File: config.mk
export PLATFORM = sky130hd
export DESIGN_NAME = smart_home_cmd_parser_flat
export DESIGN_NICKNAME = d
export VERILOG_FILES = /design/src/rtl/smart_home_cmd_parser_if.sv /design/src/rtl/smart_home_cmd_parser.sv /design/src/flat_wrapper.sv
export SDC_FILE = /design/constraint.sdc
export NUM_CORES = 1
export LEC_CHECK = 0
export ABC_AREA = 1
export CAP_MARGIN = 10
export CORE_ASPECT_RATIO = 0.75
export CORE_MARGIN = 2
export CORE_UTILIZATION = 60
export DETAILED_ROUTE_END_ITERATION = 16
export MAX_ROUTING_LAYER = met4
export PLACE_DENSITY = 0.88
export SETUP_SLACK_MARGIN = 0.1
export SLEW_MARGIN = 20
export SYNTH_ARGS = -nofsm -noshare
export SYNTH_HDL_FRONTEND = slang
export SYNTH_SLANG_ARGS = --single-unit
File: constraint.sdc
create_clock -name clk -period 3.2 [get_ports clk]
set_input_delay 0.48 -clock clk [delete_from_list [all_inputs] [get_ports clk]]
set_output_delay 0.48 -clock clk [all_outputs]
set_load 0.02 [all_outputs]
File: src/rtl/smart_home_cmd_parser_if.sv
// smart_home_cmd_parser_if
//   Byte-stream and actuator bundle between a UART byte receiver and the
//   smart-home command parser.
//   master : byte source side (drives rx_data/rx_valid, observes the outputs)
//   slave  : parser side (consumes rx_data/rx_valid, drives actuators/strobes)
//   Signals: rx_data[7:0], rx_valid, lights[NUM_LIGHTS-1:0], fan_speed[1:0],
//            setpoint[7:0], door_lock, frame_busy, cmd_ok, cmd_err,
//            err_code[1:0]
interface smart_home_cmd_parser_if #(
  parameter int unsigned NUM_LIGHTS = 4
);
  logic [7:0]            rx_data;
  logic                  rx_valid;
  logic [NUM_LIGHTS-1:0] lights;
  logic [1:0]            fan_speed;
  logic [7:0]            setpoint;
  logic                  door_lock;
  logic                  frame_busy;
  logic                  cmd_ok;
  logic                  cmd_err;
  logic [1:0]            err_code;

  modport master (
    output rx_data, rx_valid,
    input  lights, fan_speed, setpoint, door_lock,
           frame_busy, cmd_ok, cmd_err, err_code
  );

  modport slave (
    input  rx_data, rx_valid,
    output lights, fan_speed, setpoint, door_lock,
           frame_busy, cmd_ok, cmd_err, err_code
  );
endinterface

File: src/rtl/smart_home_cmd_parser.sv
// smart_home_cmd_parser
//   Assembles 4-byte frames (SYNC, CMD, ARG, CHK) from a UART receiver,
//   validates them and drives the home actuator registers. Every completed
//   or aborted frame yields a one-cycle cmd_ok or cmd_err pulse.
//   Ports:
//     clk    - system clock
//     rst_n  - asynchronous active-low reset
//     bus    - slave modport: rx_data/rx_valid in; lights, fan_speed,
//              setpoint, door_lock, frame_busy, cmd_ok, cmd_err, err_code out
module smart_home_cmd_parser #(
  parameter int unsigned NUM_LIGHTS       = 4,
  parameter logic [7:0]  SYNC_BYTE        = 8'hAA,
  parameter int unsigned TIMEOUT_CYCLES   = 1000000,
  parameter logic [7:0]  SETPOINT_MIN     = 8'd10,
  parameter logic [7:0]  SETPOINT_MAX     = 8'd35,
  parameter logic [7:0]  SETPOINT_DEFAULT = 8'd22
) (
  input logic                     clk,
  input logic                     rst_n,
  smart_home_cmd_parser_if.slave  bus
);

  localparam int unsigned CW = $clog2(TIMEOUT_CYCLES) + 1;
  localparam logic [CW-1:0] TMO_LAST = CW'(TIMEOUT_CYCLES - 1);

  typedef enum logic [1:0] {S_IDLE, S_CMD, S_ARG, S_CHK} state_e;

  state_e                state_q, state_d;
  logic                  rx_valid_q;
  logic [7:0]            cmd_q, cmd_d;
  logic [7:0]            arg_q, arg_d;
  logic [CW-1:0]         tmo_q, tmo_d;
  logic [NUM_LIGHTS-1:0] lights_q, lights_d;
  logic [1:0]            fan_q, fan_d;
  logic [7:0]            setpoint_q, setpoint_d;
  logic                  door_q, door_d;
  logic                  busy_q, busy_d;
  logic                  ok_q, ok_d;
  logic                  err_q, err_d;
  logic [1:0]            code_q, code_d;
  logic                  accept;
  logic                  bad_arg;

  // One byte per rising edge of the level-style rx_valid.
  assign accept = bus.rx_valid & ~rx_valid_q;

  always_comb begin
    state_d    = state_q;
    cmd_d      = cmd_q;
    arg_d      = arg_q;
    tmo_d      = tmo_q;
    lights_d   = lights_q;
    fan_d      = fan_q;
    setpoint_d = setpoint_q;
    door_d     = door_q;
    ok_d       = 1'b0;
    err_d      = 1'b0;
    code_d     = code_q;
    bad_arg    = 1'b0;

    if (state_q == S_IDLE) begin
      tmo_d = '0;
      if (accept && bus.rx_data == SYNC_BYTE) state_d = S_CMD;
    end else if (accept) begin
      // An accept in the expiry cycle wins over the timeout.
      tmo_d = '0;
      case (state_q)
        S_CMD: begin
          cmd_d   = bus.rx_data;
          state_d = S_ARG;
        end
        S_ARG: begin
          arg_d   = bus.rx_data;
          state_d = S_CHK;
        end
        default: begin
          state_d = S_IDLE;
          if (bus.rx_data != (cmd_q ^ arg_q)) begin
            err_d  = 1'b1;
            code_d = 2'b10;
          end else begin
            case (cmd_q)
              8'h01: begin
                if (32'(arg_q[7:4]) < NUM_LIGHTS) begin
                  for (int unsigned i = 0; i < NUM_LIGHTS; i++)
                    if (i == 32'(arg_q[7:4])) lights_d[i] = arg_q[0];
                end else bad_arg = 1'b1;
              end
              8'h02: begin
                if (arg_q <= 8'd3) fan_d = arg_q[1:0];
                else bad_arg = 1'b1;
              end
              8'h03: begin
                if (arg_q >= SETPOINT_MIN && arg_q <= SETPOINT_MAX) setpoint_d = arg_q;
                else bad_arg = 1'b1;
              end
              8'h04: begin
                if (arg_q <= 8'd1) door_d = arg_q[0];
                else bad_arg = 1'b1;
              end
              default: bad_arg = 1'b1;
            endcase
            if (bad_arg) begin
              err_d  = 1'b1;
              code_d = 2'b11;
            end else begin
              ok_d = 1'b1;
            end
          end
        end
      endcase
    end else if (tmo_q == TMO_LAST) begin
      state_d = S_IDLE;
      tmo_d   = '0;
      err_d   = 1'b1;
      code_d  = 2'b01;
    end else begin
      tmo_d = tmo_q + 1'b1;
    end

    busy_d = (state_d != S_IDLE);
  end

  always_ff @(posedge clk or negedge rst_n) begin
    if (!rst_n) begin
      state_q    <= S_IDLE;
      rx_valid_q <= 1'b0;
      cmd_q      <= '0;
      arg_q      <= '0;
      tmo_q      <= '0;
      lights_q   <= '0;
      fan_q      <= '0;
      setpoint_q <= SETPOINT_DEFAULT;
      door_q     <= 1'b1;
      busy_q     <= 1'b0;
      ok_q       <= 1'b0;
      err_q      <= 1'b0;
      code_q     <= '0;
    end else begin
      state_q    <= state_d;
      rx_valid_q <= bus.rx_valid;
      cmd_q      <= cmd_d;
      arg_q      <= arg_d;
      tmo_q      <= tmo_d;
      lights_q   <= lights_d;
      fan_q      <= fan_d;
      setpoint_q <= setpoint_d;
      door_q     <= door_d;
      busy_q     <= busy_d;
      ok_q       <= ok_d;
      err_q      <= err_d;
      code_q     <= code_d;
    end
  end

  assign bus.lights     = lights_q;
  assign bus.fan_speed  = fan_q;
  assign bus.setpoint   = setpoint_q;
  assign bus.door_lock  = door_q;
  assign bus.frame_busy = busy_q;
  assign bus.cmd_ok     = ok_q;
  assign bus.cmd_err    = err_q;
  assign bus.err_code   = code_q;

endmodule
File: src/flat_wrapper.sv
// flat-port wrapper written by rule: the top's interface ports become plain ports
module smart_home_cmd_parser_flat 
#(
  parameter int unsigned NUM_LIGHTS       = 4,
  parameter logic [7:0]  SYNC_BYTE        = 8'hAA,
  parameter int unsigned TIMEOUT_CYCLES   = 1000000,
  parameter logic [7:0]  SETPOINT_MIN     = 8'd10,
  parameter logic [7:0]  SETPOINT_MAX     = 8'd35,
  parameter logic [7:0]  SETPOINT_DEFAULT = 8'd22
)
  (clk, rst_n, bus_rx_data, bus_rx_valid, bus_lights, bus_fan_speed, bus_setpoint, bus_door_lock, bus_frame_busy, bus_cmd_ok, bus_cmd_err, bus_err_code);
  smart_home_cmd_parser_if #(.NUM_LIGHTS(NUM_LIGHTS)) bus_i ();
  input logic clk;
  input logic rst_n;
  input wire logic [$bits(bus_i.rx_data)-1:0] bus_rx_data;
  input wire logic [$bits(bus_i.rx_valid)-1:0] bus_rx_valid;
  output wire logic [$bits(bus_i.lights)-1:0] bus_lights;
  output wire logic [$bits(bus_i.fan_speed)-1:0] bus_fan_speed;
  output wire logic [$bits(bus_i.setpoint)-1:0] bus_setpoint;
  output wire logic [$bits(bus_i.door_lock)-1:0] bus_door_lock;
  output wire logic [$bits(bus_i.frame_busy)-1:0] bus_frame_busy;
  output wire logic [$bits(bus_i.cmd_ok)-1:0] bus_cmd_ok;
  output wire logic [$bits(bus_i.cmd_err)-1:0] bus_cmd_err;
  output wire logic [$bits(bus_i.err_code)-1:0] bus_err_code;
  assign bus_i.rx_data = bus_rx_data;
  assign bus_i.rx_valid = bus_rx_valid;
  assign bus_lights = bus_i.lights;
  assign bus_fan_speed = bus_i.fan_speed;
  assign bus_setpoint = bus_i.setpoint;
  assign bus_door_lock = bus_i.door_lock;
  assign bus_frame_busy = bus_i.frame_busy;
  assign bus_cmd_ok = bus_i.cmd_ok;
  assign bus_cmd_err = bus_i.cmd_err;
  assign bus_err_code = bus_i.err_code;
  smart_home_cmd_parser #(.NUM_LIGHTS(NUM_LIGHTS), .SYNC_BYTE(SYNC_BYTE), .TIMEOUT_CYCLES(TIMEOUT_CYCLES), .SETPOINT_MIN(SETPOINT_MIN), .SETPOINT_MAX(SETPOINT_MAX), .SETPOINT_DEFAULT(SETPOINT_DEFAULT)) u_core (.clk(clk), .rst_n(rst_n), .bus(bus_i));
endmodule
### Yosys cells after proc, flatten, opt, wreduce, memory -nomap -nowiden

Cells that the tools add are included.

* register bits after elaboration: 60
* bits of input ports: 11
* word-level logic and storage cells: 92

* add/subtract/negate cells: 1
* magnitude comparators: 5
* equality and inequality tests: 14
* mux-type cells: 33
* bitwise gates (word level): 6
* reduce and logical (&&, ||, !) cells: 17

Operators by type and width (count)
* $mux 21: 3
* $reduce_and 7->1: 4
* $add 21x1->21 const B: 1
* $eq 21x20->1 const B: 1
* $mux 1: 19
* $mux 2: 9
* $reduce_and 6->1: 3
* $eq 8x2->1 const B: 2
* $eq 2x4->1 const A: 2
* $eq 8x1->1 const B: 1
* $eq 8x3->1 const B: 1
* $eq 8x8->1 const B: 1
* $ge 8x4->1 const B: 1
* $le 8x1->1 const B: 1
* $le 8x2->1 const B: 1
* $le 8x6->1 const B: 1
* $ne 8x8->1: 1
* $xor 8x8->8: 1
* $reduce_and 3->1: 2
* $eq 1x4->1 const A: 1
* $logic_not 4->1: 1
* $lt 4x3->1 const B: 1
* $not 1->1: 4
* $pmux 1 s4: 1
* other kinds (11): 13

### Longest topological paths before layout

Gate-level depths: netlist of run 1.

* depth after elaboration: 13
* depth in mapped cells: 14
* depth with buffers taken out: 13

### Worst setup path before layout of run 1

No wires, ideal clock.

* path type: register to register
* start point: reg u_core.state_q[0]
* end point: reg u_core.setpoint_q[3], in the netlist u_core.bus.setpoint[3]
* data arrival time: 1.464 ns
* data required time: 3.083 ns
* slack: 1.619 ns
* cell stages (with the launch flop): 10
* clock period less this slack: 1.581 ns
* cell sequence: dfrtp_1 > inv_1 > ha_1 > nor2_1 > nand2_1 > nor3_2 > nand2_2 > buf_6 > o21ai_1 > inv_1

* longest elaborated chain between the ends: 4
* elaborated cells on any way between the ends: 7
* classes of those cells: eq/ne (2); bitwise (2); reduce/logical (3)

RTL lines
* start, declared: line smart_home_cmd_parser.sv:28 `state_e state_q, state_d;`
* start signal, assigned: line smart_home_cmd_parser.sv:140 `state_q <= state_d;`
* $eq 2x1->1 or $eq 2x2->1 (tied branches): line smart_home_cmd_parser.sv:67 `case (state_q)`
* $reduce_or 2->1 (no line)
* $not 1->1 (no line)
* $reduce_and 6->1 (no line) (*)
* end signal, assigned: line smart_home_cmd_parser.sv:147 `setpoint_q <= setpoint_d;`
* end, declared: line smart_home_cmd_parser.sv:35 `logic [7:0] setpoint_q, setpoint_d;`

Every way passes the cells marked *; elsewhere a longest branch is shown, timed or not.
A chain may end at the register's enable or synchronous reset.

### Final worst setup path of run 1

* start point: reg u_core.tmo_q[0]
* end point: reg u_core.tmo_q[17]

* longest elaborated chain between the ends: 4
* elaborated cells on any way between the ends: 5
* classes of those cells: add/sub (1); eq/ne (1); mux (3)

RTL lines
* start, declared: line smart_home_cmd_parser.sv:32 `logic [CW-1:0] tmo_q, tmo_d;`
* start signal, assigned: line smart_home_cmd_parser.sv:144 `tmo_q <= tmo_d;`
* $add 21x1->21 or $eq 21x20->1 (tied branches): line smart_home_cmd_parser.sv:118, smart_home_cmd_parser.sv:112
* $mux 21 (*): line smart_home_cmd_parser.sv:112 `end else if (tmo_q == TMO_LAST) begin`
* $mux 21 (*): line smart_home_cmd_parser.sv:64 `end else if (accept) begin`
* $mux 21 (*): line smart_home_cmd_parser.sv:61 `if (state_q == S_IDLE) begin`
* named net u_core.tmo_d[17]: line smart_home_cmd_parser.sv:32

The timed path passes the listed nets; every way through them passes the cells marked *.

==> impl_results.md, run 1 <==
* Status: completed
* Clock group share of total power at 21.4%
* Die footprint at 6400 um^2
* Avg Cell Area, Syn at 7.14 um^2
* Antenna-violating nets left at 0
* Most used cell, CP: nand3_1
* Critical path startpoint category: flop
* Fmax at 480 MHz
* Final core occ at 73.2%
* Final RePlAce weighted congestion at 0.934
* Post-Route WL at 7760 um
* Layout cells sized above 1 at 8.92%
* Actual slew at the worst max-slew pin at 0.577 ns
* Clock tree buffer depth at 2
* Pre-CTS setup slack at 0.893 ns
* Crit path capture type: flop
* CP Cell Sequence: ha_1 -> nand3_1 -> nor2_1 -> nand3_1 -> nand3_1 -> inv_1 -> o21ai_0 -> a21oi_1
* Setup_tns at 0 ns
* Die Y at 69.8 um
* Seq pwr share at 39.7%
* Int Pwr at 1580 uW
* Final setup margin at 1.12 ns
* RSZ-0062 raised after global routing: no
* Worst-path clk slew at 0.07 ns
* Peak VDD IR at 0.000378 V
* Antenna violations before repair at 0
* Sequential share of the synthesized area at 43.5%
* PD cells at 698 nW/um^2
* Largest net degree at the start of global routing at 27
* Cts hold-fix bufs at 0
* Area Growth Syn to Fin at 15.5%
* Vias per cell at 5.32
* Max-cap violations at 0
* Placed cells at 586
* Setup bufs post-CTS at 0
* H-Tree Depth at 3
* Leak Pwr at 0.00200 uW
* Min-delay worst type: in2async
* Residual DRC at 0
* Final count of negative-setup-slack endpoints at 0
* Area contributors post-synth: dfrtp_1, nand2_1, inv_1
* Post-synth top area share at 40.5%
* Critical path required time at 3.47 ns
* CTS Buf Count at 9
* Number of DRC markers in iteration 0 at 306
* Synthesized netlist cell count at 485
* PostCTS Resize Cnt at 0
* Comb pwr share at 38.8%
* P_sw at 1210 uW
* Gr usage total at 27.8%
* Fin. Hold Viols at 0
* Slew Limit Fails at 0
* TritonCTS clock tree: done
* Number of global-route vias before repair at 2919
* Post-layout min period at 2.08 ns
* Yosys warnings at 0
* Synth Net Count at 502
* Critical-path maximum fanout at 8
* Synthesized cell area at 3460 um^2
* CP arrival at 2.35 ns
* Switch share at 43.4%
* Slew headroom at 61.5%
* Layout Cells excl Fill at 602
* Slowest stage delay, CP at 0.43 ns
* ANT cells at 0
* Register bit total from synthesis at 60
* PortBufs at 30
* Total power at 2790 uW
* Routed WL per cell at 12.9 um
* Sink Count at 60
* Clk_skew at 0.00637 ns
* Starting density of the core at 63.3%
* Worst skew pair latency at 0.36 ns
* Core region area at 5470 um^2
* WS Path Type: reg2reg
* Fin crit share at 65.1%
* Post-synth top area cell: dfrtp_1
* Row Count at 23
* Number of unique standard cell types used by synthesis at 30
* Die width at 91.7 um
* CTS root buf: clkbuf_8
* Hpwl dp at 5880 um
* Slowest CP cell: dfrtp_1
* Num ports at 31
* First-pass GRT wire length at 13500 um
* DR vias at 3204
* Detailed Routing Iterations Pass 1 at 5
* Grt ovf at 0
* Final Net Count at 539
final cells by class:
cell class                      instances  area (um^2)
Multi-Input combinational cell        349         1650
Sequential cell                        60         1510
Fill cell                             432         1470
Timing Repair Buffer                   34          325
Inverter                               68          255
Clock buffer                           11          141
Tap cell                               75         93.8
Clock inverter                          5         27.5
power groups by stage:
stage	combinational [uW]	sequential (uW)	clock (uW)
5_1_grt	1240	1130	643
3_3_place_gp	1020	1100	0
2_1_floorplan	839	1060	0
6_report	1080	1110	599
4_1_cts	1070	1100	610
3_5_place_dp	1060	1110	0
final timing paths:
check,from,to,slack (ns),cells past startpoint
max,u_core.tmo_q[0],u_core.tmo_q[17],1.12,8
min,rst_n,u_core.tmo_q[17],0.12,1
max reg2reg,u_core.tmo_q[0],u_core.tmo_q[17],1.12,8
min reg2reg,u_core.bus.lights[3],u_core.bus.lights[3],0.48,2
max in group asynchronous,rst_n,u_core.bus.setpoint[4],2.34,2
min in group clk,u_core.bus.lights[3],u_core.bus.lights[3],0.48,2
sequential cells by signal, indices dropped and copies added (netlist names):
register,flops
u_core.bus.cmd_ok,1
u_core.bus.cmd_err,1
u_core.cmd_q,8
u_core.bus.fan_speed,2
u_core.bus.lights,4
u_core.tmo_q,21
u_core.bus.frame_busy,1
u_core.rx_valid_q,1
u_core.arg_q,8
u_core.bus.err_code,2
u_core.state_q,2
u_core.bus.setpoint,8
u_core.bus.door_lock,1
cells in the mapped netlist:
cell type	count
nand2_1	157
inv_1	63
dfrtp_1	56
nor2_1	49
nand3_1	42
o21ai_0	22
nor3_1	12
nand4_1	9
xor2_1	9
a21oi_1	8
o21ai_1	8
nand2_2	7
ha_1	6
inv_2	5
nor2_2	5
dfstp_2	4
clkbuf_1	3
nor2_4	3
nor4_1	3
buf_2	2
buf_6	2
nor3b_1	2
and3_1	1
buf_4	1
nand3b_1	1
nor3_2	1
nor3_4	1
o21ai_2	1
o22ai_1	1
xnor2_1	1
logic make-up (layout without fill, tap and decap cells):
family          after synthesis  in the layout  synth area share [%]
simple gates                293            293                  37.0
buf+inv                      76            118                  8.85
flops                        60             60                  43.5
compound gates               40             40                  5.93
xor+xnor                     10             10                  2.53
fa+ha+maj                     6              6                  2.17
critical path, delay by kind of cell, from the launching register on:
kind / cells / cell delay [ns]
flip-flops: 1 / 0.43
AO/OA/AOI/OAI: 2 / 0.31
buffers and inverters: 1 / 0.30
AND/OR/NAND/NOR: 4 / 0.68
adder cells (fa/ha/maj): 1 / 0.28
layer usage:
layer / part of all wire, % / GRT usage [%] / routed length (um)
met3: 7.0 / 6.96 / 540
met4: 0.81 / 9.78 / 63
met5: 0 / - / 0
met1: 48 / 39.0 / 3700
met2: 44 / 39.5 / 3450
per-stage QoR:
| step | hold slack (ns) | area (um^2) |
|---|---|---|
| after floorplan | 0.184 | 3460 |
| after global placement | 0.462 | 3830 |
| after detailed placement | 0.468 | 3830 |
| after CTS | 0.130 | 4000 |
| after global routing | 0.160 | 4000 |
| final | 0.117 | 4000 |
layout by cell type, fill, tap and decap left out, types with 5 or more instances in the layout:
cell             instances
nor3_1                  12
dfrtp_1                 56
clkdlybuf4s50_1         29
o21ai_0                 22
xor2_1                   9
nor2_2                   5
inv_2                    5
nor2_1                  49
nand2_1                157
nand2_2                  7
nand3_1                 42
inv_1                   63
ha_1                     6
clkbuf_8                10
a21oi_1                  8
o21ai_1                  8
nand4_1                  9
No activity file was read; power rests on OpenSTA's default activity.
==> run 2: changes to the inputs <==
--- a/config.mk
+++ b/config.mk
@@ -9,10 +9,10 @@
 export CAP_MARGIN = 10
 export CORE_ASPECT_RATIO = 0.75
 export CORE_MARGIN = 2
-export CORE_UTILIZATION = 60
+export CORE_UTILIZATION = 52
 export DETAILED_ROUTE_END_ITERATION = 16
 export MAX_ROUTING_LAYER = met4
-export PLACE_DENSITY = 0.88
+export PLACE_DENSITY = 0.81
 export SETUP_SLACK_MARGIN = 0.1
 export SLEW_MARGIN = 20
 export SYNTH_ARGS = -nofsm -noshare
==> constraint.sdc (replaced) <==
create_clock -name clk -period 1.75 [get_ports clk]
set_input_delay 0.2625 -clock clk [delete_from_list [all_inputs] [get_ports clk]]
set_output_delay 0.2625 -clock clk [all_outputs]
set_load 0.02 [all_outputs]
==> impl_results.md, run 2 (synthesis gave the netlist of run 1 again) <==
* Worst skew pair latency at 0.35 ns
* ANT cells at 0
* Critical path startpoint category: flop
* Slew headroom at 75.3%
* Number of global-route vias before repair at 3035
* Reg2Reg Depth at 11
* CTS Buf Count at 9
* Clk_skew at 0.00466 ns
* Fin crit share at 99.2%
* Multi-input logic area at 1890 um^2
* Placed cells at 612
* Hold wc startpoint: bus_rx_valid
* Gr usage total at 24.6%
* Crit path capture type: flop
* Worst Hold Depth at 1
* Residual DRC at 0
* Most frequent cells in the layout: nand2_1, inv_1, dfrtp_1
* Row Count at 25
* Final Net Count at 580
* Slew Limit Fails at 0
* FF+latch area at 1520 um^2
* Final RePlAce weighted congestion at 0.940
* Detailed Routing Iterations Pass 1 at 5
* Total power at 6280 uW
* CP bufs+invs at 3
* CTS root buf: clkbuf_8
* # fillers at 478
* Post-Route WL at 9100 um
* Critical-path maximum fanout at 5
* DR vias at 3497
* Top reg by flops: u_core.tmo_q
* CP Cell Sequence: inv_1 -> nand2_1 -> nor2_4 -> buf_12 -> buf_4 -> nand3_1 -> nand2_1 -> nor2_2 -> nand3_4 -> nand3_1 -> nand2_1
* Dpl cell area at 4030 um^2
* Antenna-violating nets left at 0
* Largest net degree at the start of global routing at 61
* Number of DRC markers in iteration 0 at 307
* Clock tree buffer depth at 2
* Slowest CP cell: dfrtp_1
* Starting density of the core at 54.3%
* Most used cell, CP: nand2_1
* Most common cell after layout, fill and taps aside: nand2_1
* Area Growth Syn to Fin at 33.9%
* Grt ovf at 0
* Final count of negative-setup-slack endpoints at 0
* Antenna violations before repair at 0
* Leak Pwr at 0.00230 uW
* Max reg flops at 21
* Peak VDD IR at 0.000814 V
* Top delay family on crit path: simple AND/OR/NAND/NOR gates
* CP arrival at 1.97 ns
* Num ports at 31
* Worst flop-to-flop path startpoint: u_core.cmd_q[6]
* Reg-to-Reg End: u_core.bus.err_code[0]
* Min-delay worst type: in2reg
* Critical path required time at 1.99 ns
* Status: completed
* Setup_tns at 0 ns
* Post-route cell area at 4640 um^2
* Max-cap violations at 0
* PD cells at 1350 nW/um^2
* Post-layout min period at 1.74 ns
* Routed WL per cell at 14.0 um
* Core region area at 6380 um^2
* Fmax at 576 MHz
* PortBufs at 30
* Slowest stage delay, CP at 0.39 ns
* Die footprint at 7340 um^2
* Die Y at 74.7 um
* Hpwl dp at 5860 um
* WS Path Type: reg2reg
* H-Tree Depth at 3
* TritonCTS clock tree: done
* Sink Count at 60
* Die width at 98.2 um
* Actual slew at the worst max-slew pin at 0.371 ns
* First-pass GRT wire length at 13800 um
* Hold endpoint: u_core.rx_valid_q
* FF-to-FF setup slack at 0.01 ns
* Worst-path clk slew at 0.07 ns
* Layout Cells excl Fill at 649
* Fin. Hold Viols at 0
* Layout cells sized above 1 at 27.6%
* Vias per cell at 5.39
* RSZ-0062 raised after global routing: yes
[run 2: area by class of cell]
class / instances / area share, %
Sequential cell: 60 / 32.7
Inverter: 68 / 5.50
Tap cell: 81 / 2.19
Clock buffer: 12 / 3.13
Clock inverter: 4 / 1.05
Multi-Input combinational cell: 350 / 40.8
Timing Repair Buffer: 74 / 14.7
[run 2: stage by stage]
| step | setup slack [ns] | hold WS [ns] | util [%] |
|---|---|---|---|
| global route | -0.0630 | 0.380 | 72.7 |
| global placement | -0.109 | 0.290 | 63.1 |
| CTS | 0.0933 | 0.383 | 66.6 |
| detailed placement | -0.198 | 0.294 | 63.1 |
| finish | 0.0143 | 0.383 | 72.7 |
| floorplan | 0.169 | -0.0331 | - |
[run 2: metal layers]
layer / track usage [%] / vias up / wire length, um
met4: 8.68 / 0 / 177
met1: 33.6 / 1647 / 4000
met2: 36.9 / 142 / 4220
met3: 5.57 / 27 / 701
li1: - / 1681 / -
met5: - / - / 0
[run 2: power breakdown]
part           internal (uW)  total, uW  switching, uW
Sequential              1680       2040            361
Combinational           1210       2990           1780
Clock                    695       1250            555
Total                   3580       6280           2690
[run 2: what timing repair did]
| action | CTS | global route |
|---|---|---|
| cloned | 1 | 0 |
| pin swaps | 2 | 20 |
| setup buffers | 0 | 19 |
| hold endpoints to repair | 56 | 0 |
| hold buffers | 1 | 0 |
| setup endpoints to repair | 13 | 42 |
| resized for setup | 12 | 79 |
[run 2: worst max path at each step]
| stage | from | end | cells after the start |
|---|---|---|---|
| after global placement | bus_rx_data[0] | u_core.bus.fan_speed[0] | 12 |
| after CTS | u_core.tmo_q[1] | u_core.bus.frame_busy | 8 |
| final | u_core.cmd_q[6] | u_core.bus.err_code[0] | 11 |
| after floorplan | u_core.state_q[0] | u_core.bus.setpoint[3] | 9 |
| after detailed placement | bus_rx_data[6] | u_core.bus.fan_speed[0] | 12 |
| after global routing | u_core.cmd_q[3] | u_core.bus.lights[1] | 12 |
==> run 3: changes to the inputs <==
--- a/config.mk
+++ b/config.mk
@@ -9,10 +9,10 @@
 export CAP_MARGIN = 10
 export CORE_ASPECT_RATIO = 0.75
 export CORE_MARGIN = 2
-export CORE_UTILIZATION = 52
+export CORE_UTILIZATION = 45
 export DETAILED_ROUTE_END_ITERATION = 16
 export MAX_ROUTING_LAYER = met4
-export PLACE_DENSITY = 0.81
+export PLACE_DENSITY = 0.72
 export SETUP_SLACK_MARGIN = 0.1
 export SLEW_MARGIN = 20
 export SYNTH_ARGS = -nofsm -noshare
==> impl_results.md, run 3 (synthesis gave the netlist of run 1 again) <==
* CP Cell Sequence: inv_2 -> nand2_1 -> nand2_1 -> nand2_1 -> nand2_1 -> nand2_2 -> nor2_2 -> nand2_2 -> nor2_4 -> buf_6 -> nand4_1 -> nand2_1
* Core region area at 7400 um^2
* Leak Pwr at 0.00228 uW
* Clock tree buffer depth at 2
* Row Count at 27
* Slowest stage delay, CP at 0.48 ns
* Worst-path clk slew at 0.07 ns
* WS Path Type: reg2reg
* Actual slew at the worst max-slew pin at 0.475 ns
* Final setup margin at 0.0616 ns
* Fmax at 592 MHz
* Num ports at 31
* Routed WL per cell at 12.3 um
* Sink Count at 60
* Reg2Reg Depth at 12
* Layout cells sized above 1 at 24.8%
* Slew headroom at 68.4%
* Worst skew pair latency at 0.34 ns
* Final RePlAce weighted congestion at 0.896
* Die width at 105 um
* TritonCTS clock tree: done
* Clk_skew at 0.00775 ns
* Setup_tns at 0 ns
* First-pass GRT wire length at 13800 um
* Gr usage total at 21.4%
* Slowest CP cell: dfrtp_2
* Residual DRC at 0
* Antenna violations before repair at 0
* Critical path startpoint category: flop
* Min-delay worst type: in2reg
* Antenna-violating nets left at 0
* PortBufs at 30
* Max reg flops at 21
* Status: completed
* Crit path to: u_core.bus.lights[0]
* CP arrival at 1.97 ns
* ANT cells at 0
* Grt ovf at 0
* Largest net degree at the start of global routing at 21
* FF+latch area at 1520 um^2
* Number of DRC markers in iteration 0 at 202
* Fin crit share at 96.5%
* Most common cell after layout, fill and taps aside: nand2_1
* Max-cap violations at 0
* Starting density of the core at 46.8%
* PD cells at 1330 nW/um^2
* Most used cell, CP: nand2_1
* Final Net Count at 585
* Peak VDD IR at 0.000878 V
* Slew Limit Fails at 0
* Most frequent cells in the layout: nand2_1, inv_1, dfrtp_1
* Crit path capture type: flop
* Detailed Routing Iterations Pass 1 at 5
* Hpwl dp at 6110 um
* Worst flop-to-flop path startpoint: u_core.arg_q[4]
* Pre-CTS setup slack at -0.197 ns
* FF-to-FF setup slack at 0.06 ns
* Vias per cell at 4.98
* Number of global-route vias before repair at 2945
* Multi-input logic area at 1790 um^2
* DR vias at 3355
* Final count of negative-setup-slack endpoints at 0
* CTS Buf Count at 9
* Critical path required time at 2.03 ns
* Die Y at 80.0 um
* CTS root buf: clkbuf_8
* Post-layout min period at 1.69 ns
* Post-Route WL at 8290 um
* Area Growth Syn to Fin at 33.9%
* Worst hold slack at 0.397 ns
* Fin. Hold Viols at 0
* Worst Setup SP: u_core.arg_q[4]
* Die footprint at 8420 um^2
* # fillers at 645
* H-Tree Depth at 3
* Reg-to-Reg End: u_core.bus.lights[0]
* Top reg by flops: u_core.tmo_q
* RSZ-0062 raised after global routing: yes
* Critical-path maximum fanout at 7
run 3: cell count changes in the layout (fill, tap and decap cells not counted), moves of 3 or more:
cell	change
nor3_1	-4
nand2_1	+5
nand3_1	+4
nand3_2	-3
buf_4	+6
nor3_2	+4
nand2_4	-5
nor2_1	+8
nor2_2	-7
inv_1	+4
inv_2	-4
run 3: worst min-delay path by stage:
stage,start,to,cells after the start,slack (ns)
3_3_place_gp,rst_n,u_core.tmo_q[7],1,0.24
5_1_grt,bus_rx_valid,u_core.rx_valid_q,1,0.41
6_report,bus_rx_valid,u_core.rx_valid_q,1,0.40
4_1_cts,bus_rx_valid,u_core.rx_valid_q,1,0.39
2_1_floorplan,rst_n,u_core.arg_q[0],0,-0.03
3_5_place_dp,rst_n,u_core.tmo_q[5],1,0.25
run 3: final cells by class:
cell class	count	area share (%)
multi-input combinational	350	38.7
sequential	60	32.7
timing repair buffer	79	15.0
inverter	68	5.50
clock buffer	12	3.35
tap	101	2.72
clock inverter	4	2.05
run 3: critical path: cells and delay by family (launching register included):
kind	cells	cell delay, ns
flops	1	0.48
buf+inv	2	0.24
simple gates	10	0.88
run 3: through the flow:
| stage | instance area, um^2 | total power [uW] | utilization [%] | cells |
|---|---|---|---|---|
| floorplan | 3460 | 3470 | - | 485 |
| global placement | 4120 | 4140 | 55.7 | 643 |
| detailed placement | 4120 | 4220 | 55.7 | 643 |
| CTS | 4400 | 5850 | 59.4 | 662 |
| global route | 4640 | 6600 | 62.7 | 674 |
| finish | 4640 | 6150 | 62.7 | 674 |
run 3: timing repair:
action	in CTS	in global routing
endpoints found under the hold margin	17	0
setup endpoints to repair	18	41
cloned	1	0
buffers inserted	1	12
gates resized for setup	9	54
hold buffers	1	0
pin swaps	4	18
run 3: routing by layer:
layer	track usage (%)	vias to the layer above	wire, um
li1	-	1697	-
met1	30.3	1545	4110
met2	30.4	96	3640
met3	4.90	17	418
met4	6.80	0	115
met5	-	-	0
run 3: report_power, final:
group	total, uW	internal [uW]	switching [uW]
Sequential	2010	1670	335
Combinational	2560	1020	1540
Clock	1580	1020	558
